==> config.mk <==
export PLATFORM = sky130hd
export DESIGN_NAME = serial_subtractor
export DESIGN_NICKNAME = d
export VERILOG_FILES = /design/src/rtl/serial_sub_pkg.sv /design/src/rtl/full_subtractor.sv /design/src/rtl/serial_subtractor.sv
export SDC_FILE = /design/constraint.sdc
export NUM_CORES = 1
export LEC_CHECK = 0
export BUFFER_PORTS_ARGS = -buffer_cell sky130_fd_sc_hd__buf_2
export CAP_MARGIN = 15
export CORE_MARGIN = 2
export CORE_UTILIZATION = 50
export DETAILED_ROUTE_END_ITERATION = 12
export PLACE_DENSITY = 0.79
export SYNTH_ARGS = -nofsm -noshare
export SYNTH_HDL_FRONTEND = slang
export SYNTH_HIERARCHICAL = 1
export SYNTH_SLANG_ARGS = --single-unit
==> constraint.sdc <==
create_clock -name clk -period 2 [get_ports clk]
set_clock_uncertainty 0.1 [all_clocks]
set_input_delay 0.1 -clock clk [delete_from_list [all_inputs] [get_ports clk]]
set_output_delay 0.1 -clock clk [all_outputs]
set_load 0.02 [all_outputs]
==> src/rtl/serial_sub_pkg.sv <==
// ============================================================================
// Module : serial_sub_pkg
// Brief  : Shared FSM state type and default width for the serial subtractor.
// Rev    : 1.0  initial release
// ============================================================================
`default_nettype none

package serial_sub_pkg;

    localparam int c_DEFAULT_WIDTH = 8;

    typedef enum logic [1:0] {
        IDLE  = 2'd0,
        SHIFT = 2'd1,
        DONE  = 2'd2
    } sub_state_e;

endpackage : serial_sub_pkg

`default_nettype wire

==> src/rtl/full_subtractor.sv <==
// ============================================================================
// Module : full_subtractor
// Brief  : One-bit combinational difference/borrow cell (a - b - b_in).
// Rev    : 1.0  initial release
// ============================================================================
`default_nettype none

module full_subtractor (
    input  logic a,
    input  logic b,
    input  logic b_in,
    output logic d,
    output logic b_out
);

    assign d     = a ^ b ^ b_in;
    assign b_out = (~a & b) | (~(a ^ b) & b_in);

endmodule : full_subtractor

`default_nettype wire

==> src/rtl/serial_subtractor.sv <==
// ============================================================================
// Module : serial_subtractor
// Brief  : Bit-serial a-b, LSB first, one bit per clock; borrow and signed
//          overflow flags. Define SERIAL_SUB_SAT_EN to clamp diff to 0 on borrow.
// Rev    : 1.0  initial release
// ============================================================================
`default_nettype none

module serial_subtractor
    import serial_sub_pkg::*;
#(
    parameter int WIDTH = c_DEFAULT_WIDTH
) (
    input  logic             clk,
    input  logic             rst,
    input  logic             start,
    input  logic [WIDTH-1:0] a,
    input  logic [WIDTH-1:0] b,
    output logic             busy,
    output logic             done,
    output logic [WIDTH-1:0] diff,
    output logic             borrow,
    output logic             ovf
);

    localparam int unsigned             c_CNT_W = $clog2(WIDTH + 1);
    localparam logic [c_CNT_W-1:0]      c_LAST  = c_CNT_W'(WIDTH - 1);
    localparam logic [c_CNT_W-1:0]      c_ONE   = c_CNT_W'(1);

    sub_state_e           state_q, state_d;
    logic [c_CNT_W-1:0]   cnt_q, cnt_d;
    logic [WIDTH-1:0]     a_sh_q, a_sh_d;
    logic [WIDTH-1:0]     b_sh_q, b_sh_d;
    logic [WIDTH-2:0]     res_q, res_d;
    logic                 br_q, br_d;
    logic                 a_msb_q, a_msb_d;
    logic                 b_msb_q, b_msb_d;
    logic [WIDTH-1:0]     diff_q, diff_d;
    logic                 borrow_q, borrow_d;
    logic                 ovf_q, ovf_d;

    logic                 w_d;
    logic                 w_b_out;
    logic [WIDTH-1:0]     w_res_full;

    full_subtractor u_fs (
        .a     (a_sh_q[0]),
        .b     (b_sh_q[0]),
        .b_in  (br_q),
        .d     (w_d),
        .b_out (w_b_out)
    );

    // The result register keeps only WIDTH-1 bits: the final bit goes
    // straight from the cell into diff on the edge that enters DONE.
    assign w_res_full = {w_d, res_q};

    always_comb begin
        state_d  = state_q;
        cnt_d    = cnt_q;
        a_sh_d   = a_sh_q;
        b_sh_d   = b_sh_q;
        res_d    = res_q;
        br_d     = br_q;
        a_msb_d  = a_msb_q;
        b_msb_d  = b_msb_q;
        diff_d   = diff_q;
        borrow_d = borrow_q;
        ovf_d    = ovf_q;

        case (state_q)
            IDLE: begin
                if (start) begin
                    a_sh_d  = a;
                    b_sh_d  = b;
                    a_msb_d = a[WIDTH-1];
                    b_msb_d = b[WIDTH-1];
                    res_d   = '0;
                    br_d    = 1'b0;
                    cnt_d   = '0;
                    state_d = SHIFT;
                end
            end

            SHIFT: begin
                a_sh_d = {1'b0, a_sh_q[WIDTH-1:1]};
                b_sh_d = {1'b0, b_sh_q[WIDTH-1:1]};
                res_d  = w_res_full[WIDTH-1:1];
                br_d   = w_b_out;
                cnt_d  = cnt_q + c_ONE;
                if (cnt_q == c_LAST) begin
                    state_d  = DONE;
                    borrow_d = w_b_out;
                    // Overflow uses the unclamped MSB of the difference.
                    ovf_d    = (a_msb_q != b_msb_q) && (w_d != a_msb_q);
`ifdef SERIAL_SUB_SAT_EN
                    diff_d   = w_b_out ? '0 : w_res_full;
`else
                    diff_d   = w_res_full;
`endif
                end
            end

            DONE: begin
                state_d = IDLE;
            end

            default: begin
                state_d = IDLE;
            end
        endcase
    end

    always_ff @(posedge clk or posedge rst) begin
        if (rst) begin
            state_q  <= IDLE;
            cnt_q    <= '0;
            a_sh_q   <= '0;
            b_sh_q   <= '0;
            res_q    <= '0;
            br_q     <= 1'b0;
            a_msb_q  <= 1'b0;
            b_msb_q  <= 1'b0;
            diff_q   <= '0;
            borrow_q <= 1'b0;
            ovf_q    <= 1'b0;
        end else begin
            state_q  <= state_d;
            cnt_q    <= cnt_d;
            a_sh_q   <= a_sh_d;
            b_sh_q   <= b_sh_d;
            res_q    <= res_d;
            br_q     <= br_d;
            a_msb_q  <= a_msb_d;
            b_msb_q  <= b_msb_d;
            diff_q   <= diff_d;
            borrow_q <= borrow_d;
            ovf_q    <= ovf_d;
        end
    end

    assign busy   = (state_q != IDLE);
    assign done   = (state_q == DONE);
    assign diff   = diff_q;
    assign borrow = borrow_q;
    assign ovf    = ovf_q;

endmodule : serial_subtractor

`default_nettype wire

==> results of run 1 <==
## flip-flops by register name (all words and copies together), names as in the netlist, 2 cells and up
name,flops
a_sh_q,8
b_sh_q,8
cnt_q,4
diff,8
res_q,7
state_q,2
## cells in the mapped netlist, drive strengths merged
cell    number  area share
a21o         1      0.0042
a22o         2      0.0098
a22oi       12       0.050
and2b        1      0.0042
buf          8       0.033
clkbuf       1      0.0021
dfrtp       42        0.58
fa           1       0.011
ha           1      0.0070
inv          4      0.0084
mux2        10       0.063
mux2i        1      0.0056
nand2       53        0.11
nand2b       2       0.011
nand3        9       0.025
nand4        1      0.0035
nor2         2      0.0042
nor2b        1      0.0035
nor3         3       0.015
nor3b        2       0.011
o21ai        2      0.0056
o21bai       2      0.0084
o22ai        3       0.010
or2          1      0.0035
or3b         1      0.0049
## layout make-up
type | instances | area [sq um]
timing repair buffer | 51 | 350.3
tap | 46 | 57.56
sequential | 42 | 1051
clock buffer | 7 | 55.05
inverter | 4 | 15.01
clock inverter | 1 | 5.005
multi-input combinational | 111 | 666.9
fill | 283 | 1189
## metrics by stage
| stage | power, mW | cells | hold WS [ns] | worst slack, ns | util |
|---|---|---|---|---|---|
| 3_5_place_dp | 2.737 | 237 | 0.1492 | 0.1884 | 0.5814 |
| 6_report | 3.156 | 262 | 0.09319 | 0.1926 | 0.6493 |
| 3_3_place_gp | 2.641 | 237 | 0.1399 | 0.2507 | 0.5814 |
| 2_1_floorplan | 2.392 | 166 | 0.1054 | 0.4129 | - |
| 4_1_cts | 3.182 | 262 | 0.08553 | 0.1845 | 0.6493 |
| 5_1_grt | 3.424 | 262 | 0.1054 | 0.04938 | 0.6493 |
## power by group through the flow
stage / Sequential [mW] / Clock [mW] / Combinational [mW]
final: 1.47 / 0.427 / 1.26
after global routing: 1.52 / 0.489 / 1.41
after CTS: 1.47 / 0.437 / 1.27
after detailed placement: 1.49 / 0 / 1.25
after global placement: 1.46 / 0 / 1.18
after floorplan: 1.55 / 0 / 0.838
## how the worst min path moves through the flow
stage,startpoint,endpoint,slack (ns),cells after the start
final,start,b_sh_q[0],0.09,4
after global routing,start,b_sh_q[0],0.11,4
after CTS,start,b_sh_q[0],0.09,4
after detailed placement,rst,b_sh_q[2],0.15,3
after global placement,rst,b_sh_q[1],0.14,3
after floorplan,a[7],a_msb_q,0.11,2
## worst reg2reg max path, stage by stage, from the launching register on
cell and delay, ns:
dfrtp_1 0.46, nand2b_4 0.25, nor3_4 0.50, mux2_2 0.41
## layer usage
| metal | part of all wire | track usage | vias to the layer above |
|---|---|---|---|
| met5 | 0 | 0 | - |
| met4 | 0.013 | 0.07880 | 0 |
| met3 | 0.030 | 0.03873 | 6 |
| met2 | 0.56 | 0.3620 | 29 |
| met1 | 0.40 | 0.2273 | 685 |
| li1 | - | - | 656 |
## kinds of logic after synthesis
| kind of cell | share of synthesized area |
|---|---|
| DFF | 0.5850 |
| buffers and inverters | 0.04386 |
| and+or+nand+nor | 0.1964 |
| adders and majority gates | 0.01811 |
| muxes | 0.06825 |
| AOI/OAI and AO/OA | 0.08844 |
==> results.md, run 1 <==
- Core Box Area: 3390 sq um
- First-pass GRT wire length: 6.210 mm
- # hold bufs at CTS: 17
- Final instance area: 2201 sq um
- WL/cell: 13.40 um
- Max-cap viol count: 0
- Synthesis Warnings: 6
- HP Class: in2reg
- Delay-heaviest family, CP: simple AND/OR/NAND/NOR gates
- Leakage power: 1.114 nW
- Setup Viol. Count Final: 0
- Ant diodes: 0
- Final wirelength: 3.511 mm
- CP arrival: 1.94 ns
- Post-synth cell types: 30
- Critical Path End Type: flop
- Syn_area_per_cell: 10.82 sq um
- Logic gate share of total power: 0.399
- Critical Setup Path Class: reg2reg
- Row count: 21
- Clk pwr share: 0.135
- Max VDD drop: 634.4 uV
- CP Buf/Inv Count: 0
- Clk slew on worst S/H paths: 0.12 ns
- Reg2Reg Setup Slack: 0.19 ns
- Layout Nets: 236
- Worst-skew pair later-pin latency: 0.34 ns
- Vias per inst: 5.252
- Worst Setup EP: diff[0]
- Post-CTS sizing: 0
- Routed Antenna Nets: 0
- Synth Register Bits: 42
- Crit path time final: 1.807 ns
- Slew @ Worst Pin: 0.5291 ns
- Slew margin rel.: 0.6461
- Final Hold Vio Count: 0
- Global Route Usage Sum: 0.1987
- Most frequent cells in the layout: nand2_1, dfrtp_1, buf_2
- Most common cell after layout, fill and taps aside: nand2_1
- Sw frac: 0.3910
- Post-synthesis sequential area ratio: 0.5850
- Vias in the first global route: 1432
- Sw Pwr: 1.234 mW
- Critical Path Max Stage Delay: 0.50 ns
- Slowest cell on the critical path: nor3_4
- Initial antenna violation count: 0
- Fin. max-slew vios: 0
- Port buffer count: 30
- Die Wd: 63.95 um
- DR pass1 iterations: 4
- CTS tree: yes
- Ratio of cells with drive above 1 in the final layout: 0.2546
- DRC viols: 0
- Total grt overflow: 0
- Clk sinks: 42
- Post-synth net total: 187
- Pwr/cell area: 1434 nW/um^2
- Initial Util: 0.5301
- Crit path launch type: flop
- Data required, critical path: 2.13 ns
- Postcts setup bufs: 0
- Mapped cell area: 1797 sq um
- CP Cell Sequence: nand2b_4 -> nor3_4 -> mux2_2
- Share of the clock period used by the worst path: 0.9037
- Cell-internal power: 1.922 mW
- Crit path depth: 3
- Setup TNS: 0 ns
- RSZ-0062 raised after global routing: no
- Placed Area: 1971 sq um
- CP startpoint: state_q[1]
- 1st-iter DRT viols: 78
- Gpl congestion: 0.7057
- Critical Path Fanout Max: 15
- Area delta synth->final: 22.49%
- Reg-to-Reg Start: state_q[1]
- Clock tree root buffer cell: clkbuf_4
- # IOs: 31
- Max clock buf depth: 2
- Num CTS Buffers: 5
- Post-DP HPWL: 2.339 mm
- R2R cell count: 3
- CTS H-tree lvls: 2
- Fmax: 0.5533 GHz
- FF-to-FF End: diff[0]
- Die ar.: 4089 sq um
- Vias post-DR: 1376
- Die Ht: 63.95 um
- Largest net degree at the start of global routing: 43
- Status: complete, no violations
- Share of power burned in registers: 0.466
- Post-Syn Instances: 166
Power figures use the tool's default switching activity.
==> inputs of run 2 (changes only) <==
- CORE_UTILIZATION: 50 -> 54
- PLACE_DENSITY: 0.79 -> 0.84
- SETUP_SLACK_MARGIN: not set -> 0.2
==> run 2 against run 1 <==
  * Non-clock buffer count increased by 2
  * Clock power is 27% higher
  * Worst hold slack better by 0.022 ns
  * Maximum frequency is 7.6% higher
  * Combinational power grew 3%
  * Via count up 5.2%
  * Utilization increased by 7.0 points
  * Die area down 7.0%
  * Count of clock-buffer cells in the layout down 2
  * Sequential power about the same
==> results.md, run 2 (synthesis gave the netlist of run 1 again) <==
- Cells after DPL: 235
- Fmax: 0.5954 GHz
- First-pass GRT wire length: 6.637 mm
- Max VDD drop: 881.2 uV
- Critical Setup Path Class: reg2reg
- # IOs: 31
- RSZ-0062 raised after global routing: no
- Row count: 20
- Status: complete, no violations
- DRC viols: 0
- Most common cell after layout, fill and taps aside: nand2_1
- R2R cell count: 4
- Area delta synth->final: 24.16%
- Ant diodes: 0
- DR pass1 iterations: 4
- Max-cap viol count: 0
- Reg-to-Reg Start: a_sh_q[0]
- Data required, critical path: 2.15 ns
- Initial Util: 0.5790
- Non-Filler Instances: 262
- Ratio of cells with drive above 1 in the final layout: 0.2661
- Die ar.: 3804 sq um
- HP Class: in2reg
- Most frequent cells in the layout: nand2_1, dfrtp_1, buf_2
- Setup Viol. Count Final: 0
- CTS H-tree lvls: 2
- Layout Nets: 238
- Num CTS Buffers: 5
- Setup TNS: 0 ns
- CP arrival: 1.83 ns
- Worst-skew pair later-pin latency: 0.37 ns
- Clk slew on worst S/H paths: 0.14 ns
- 1st-iter DRT viols: 60
- Global Route Usage Sum: 0.2499
- Crit path time final: 1.680 ns
- Vias per inst: 5.523
- Post-DP HPWL: 2.439 mm
- Pwr/cell area: 1490 nW/um^2
- Critical Path End Type: flop
- Final core occ: 0.7190
- Fin. max-slew vios: 0
- Vias in the first global route: 1491
- Total grt overflow: 0
- Clk pwr share: 0.163
- Post-CTS sizing: 0
- Die Wd: 61.68 um
- Slew @ Worst Pin: 0.5235 ns
- Final Power: 3.324 mW
- CTS tree: yes
- Setup WS post-layout: 0.3203 ns
- Routed Antenna Nets: 0
- Hold Startpoint: start
- Clock tree root buffer cell: clkbuf_4
- Reg2Reg Setup Slack: 0.32 ns
- Final Hold Vio Count: 0
- Dpl ws: 0.1831 ns
- Core Box Area: 3103 sq um
- Vias post-DR: 1447
- Die Ht: 61.68 um
- Clk sinks: 42
- Sw frac: 0.3932
- Sw Pwr: 1.307 mW
- WL/cell: 15.08 um
- Critical Path Fanout Max: 4
- Share of the clock period used by the worst path: 0.8398
- Slew margin rel.: 0.6510
- Initial antenna violation count: 0
- Share of power burned in registers: 0.444
- Final wirelength: 3.950 mm
- Largest net degree at the start of global routing: 43
- Port buffer count: 30
- Cell-internal power: 2.017 mW
- Logic gate share of total power: 0.392
- Max clock buf depth: 2
- Gpl congestion: 0.7452
- Leakage power: 1.135 nW
- Crit path launch type: flop
- CP startpoint: a_sh_q[0]
- Hold path cells: 5
## run 2: cell type report
class	instances	area (sq um)
Clock buffer	5	37.54
Tap cell	44	55.05
Timing Repair Buffer	53	365.4
Sequential cell	42	1051
Inverter	4	15.01
Multi-Input combinational cell	111	666.9
Fill cell	226	872.1
Clock inverter	3	40.04
## run 2: power groups by stage
stage	clock [mW]	sequential, mW	combinational, mW
final	0.543	1.48	1.30
after global routing	0.587	1.52	1.44
after CTS	0.542	1.47	1.30
after detailed placement	0	1.49	1.25
after global placement	0	1.46	1.18
after floorplan	0	1.55	0.838
## run 2: stage by stage
step / hold WS [ns] / cell area, sq um
2_1_floorplan: 0.1054 / 1797
3_3_place_gp: 0.1411 / 1968
3_5_place_dp: 0.1533 / 1968
4_1_cts: 0.1204 / 2231
5_1_grt: 0.1234 / 2231
6_report: 0.1150 / 2231
## run 2: final timing paths
| check | to |
|---|---|
| worst max-delay path | ovf |
| worst min-delay path | b_sh_q[6] |
| worst max register to register | ovf |
| worst min register to register | a_sh_q[5] |
| max in group asynchronous | ovf |
| min in group asynchronous | b_sh_q[6] |
## run 2: timing repair
action | CTS | global route
hold endpoints to repair | 60 | 0
hold buffers | 17 | 0
buffers inserted | 2 | 0
endpoints found under the setup margin | 10 | 0
## run 2: critical path: stages (launching register included)
cell and delay [ns]:
dfrtp_1 0.42, fa_1 0.59, nand2b_1 0.13, o22ai_1 0.07, mux2_2 0.27
## run 2: per-layer routing
metal | up-vias | routed length, um | GRT usage
li1 | 665 | - | -
met1 | 709 | 1528 | 0.2931
met2 | 56 | 2118 | 0.4226
met3 | 17 | 184 | 0.05252
met4 | 0 | 119 | 0.1459
met5 | - | 0 | 0
==> inputs of run 3 (changes only) <==
- CORE_UTILIZATION: 54 -> 49
- PLACE_DENSITY: 0.84 -> 0.81
- clock period: 2 -> 1.52 ns (I/O delays scaled with it)
==> run 3 against run 2 <==
  * Sequential share of layout area down 9.3 points
  * Register-to-register slack worse by 0.48 ns
  * Critical path depth up 1
  * Largest cell class unchanged
  * The flow now finishes with violations (negative setup slack)
  * Sequential cell count unchanged
  * Worst hold slack worse by 0.011 ns
  * Utilization up 9.5 points
  * First-iteration DRC count up 70%
==> results.md, run 3 (synthesis gave the netlist of run 1 again) <==
- Combined area of the multi-input logic cells: 887.1 sq um
- Vias in the first global route: 1627
- Slew @ Worst Pin: 0.5209 ns
- CTS H-tree lvls: 2
- Share of power burned in registers: 0.375
- Slew margin rel.: 0.6527
- Crit path time final: 1.680 ns
- Max-cap viol count: 0
- Setup WS post-layout: -0.1600 ns
- Dpl ws: -0.09774 ns
- Max clock buf depth: 2
- Most frequent cells in the layout: nand2_1, dfrtp_1, buf_2
- Delay-heaviest family, CP: adder cells
- Setup Viol. Count Final: 11
- Die Ht: 64.56 um
- Sw Pwr: 2.121 mW
- Port buffer count: 30
- Leakage power: 1.359 nW
- Final Hold Vio Count: 0
- CP Cell Sequence: inv_2 -> fa_1 -> nand2b_1 -> o22ai_1 -> mux2_4
- Num CTS Buffers: 5
- Cell-internal power: 3.268 mW
- FF+latch area: 1052 sq um
- Vias per inst: 5.312
- Critical Path Max Stage Delay: 0.59 ns
- Share of the clock period used by the worst path: 1.105
- CP Buf/Inv Count: 1
- CTS tree: yes
- Clock tree root buffer cell: clkbuf_4
- Die ar.: 4167 sq um
- First-pass GRT wire length: 7.417 mm
- Setup TNS: -0.8379 ns
- 1st-iter DRT viols: 102
- Slowest cell on the critical path: fa_1
- HP Class: in2reg
- Routed Antenna Nets: 0
- Largest net degree at the start of global routing: 43
- Core Box Area: 3416 sq um
- Fmax: 0.5952 GHz
- Die Wd: 64.56 um
- Critical Path Fanout Max: 3
- Final core occ: 0.8143
- RSZ-0062 raised after global routing: yes
- Clk sinks: 42
- Clk slew on worst S/H paths: 0.12 ns
- Initial Util: 0.5260
- Gpl congestion: 0.7367
- Data required, critical path: 1.67 ns
- WL/cell: 16.91 um
- Vias post-DR: 1551
- Most common cell after layout, fill and taps aside: nand2_1
- Final wirelength: 4.937 mm
- Crit path launch type: flop
- Initial antenna violation count: 0
- Failing checks: negative setup slack
- Final Power: 5.388 mW
- DR pass1 iterations: 4
- Ant diodes: 0
- Total grt overflow: 0
- Global Route Usage Sum: 0.2369
- Area delta synth->final: 54.81%
- Critical Setup Path Class: reg2reg
- Clk pwr share: 0.107
- Row count: 21
- Logic gate share of total power: 0.518
- Hold Slack: 0.1037 ns
- Status: finished with violations
- Ratio of cells with drive above 1 in the final layout: 0.5000
- Post-DP HPWL: 2.210 mm
- Worst-skew pair later-pin latency: 0.35 ns
- # IOs: 31
- Filler cells: 191
- Critical Path End Type: flop
- Layout Nets: 266
- Pwr/cell area: 1937 nW/um^2
- Max VDD drop: 1043 uV
- Fin. max-slew vios: 0
- CP arrival: 1.83 ns
- Sw frac: 0.3936
- DRC viols: 0
==> run 3: changes by cell type in the layout (fill, tap and decap cells not counted), moves of 6 or more <==
cell	before	now
a22oi_1	12	0
a22oi_2	0	12
buf_4	6	12
buf_6	0	19
mux2_2	10	4
mux2_4	0	6
nand3_1	9	0
nand3_2	0	8
==> run 3: final cells by class <==
| class | count | area share |
|---|---|---|
| Sequential cell | 42 | 0.3783 |
| Inverter | 4 | 0.005398 |
| Clock buffer | 7 | 0.01979 |
| Multi-Input combinational cell | 111 | 0.3189 |
| Tap cell | 46 | 0.02069 |
| Timing Repair Buffer | 81 | 0.2551 |
| Clock inverter | 1 | 0.001799 |
==> run 3: power groups by stage <==
stage          registers (mW)  logic, mW  clock network (mW)
2_1_floorplan            2.06       1.15                   0
3_3_place_gp             1.93       1.82                   0
3_5_place_dp             1.95       1.88                   0
4_1_cts                  1.97       2.40               0.584
5_1_grt                  2.08       3.01               0.660
6_report                 2.02       2.79               0.576
==> run 3: final timing paths <==
check,startpoint,endpoint,slack [ns],cells after the start
worst max-delay path,b_sh_q[0],ovf,-0.16,5
worst min-delay path,start,b_sh_q[0],0.10,5
worst max register to register,b_sh_q[0],ovf,-0.16,5
worst min register to register,b_sh_q[2],b_sh_q[2],0.41,2
max in group asynchronous,rst,state_q[0],0.66,4
min in group asynchronous,rst,b_sh_q[3],0.28,4
==> run 3: worst reg2reg max path: stages (launching register included) <==
cell and delay [ns]:
dfrtp_1 0.38, inv_2 0.05, fa_1 0.59, nand2b_1 0.13, o22ai_1 0.08, mux2_4 0.25
==> run 3: metrics by stage <==
stage / std cells / instance area, sq um
2_1_floorplan: 166 / 1834
3_3_place_gp: 249 / 2105
3_5_place_dp: 249 / 2105
4_1_cts: 283 / 2631
5_1_grt: 292 / 2781
6_report: 292 / 2781
==> run 3: per-layer routing <==
layer,part of all wire,track usage
met1,0.37,0.2573
met2,0.57,0.4388
met3,0.037,0.06076
met4,0.021,0.09309
met5,0,0
==> run 3: repair_timing <==
action / 4_1_cts / 5_1_grt
cloned: 3 / 4
hold buffers: 17 / 0
setup buffers: 6 / 5
setup endpoints to repair: 28 / 43
pin swaps: 34 / 19
endpoints found under the hold margin: 60 / 0
gates resized for setup: 52 / 25
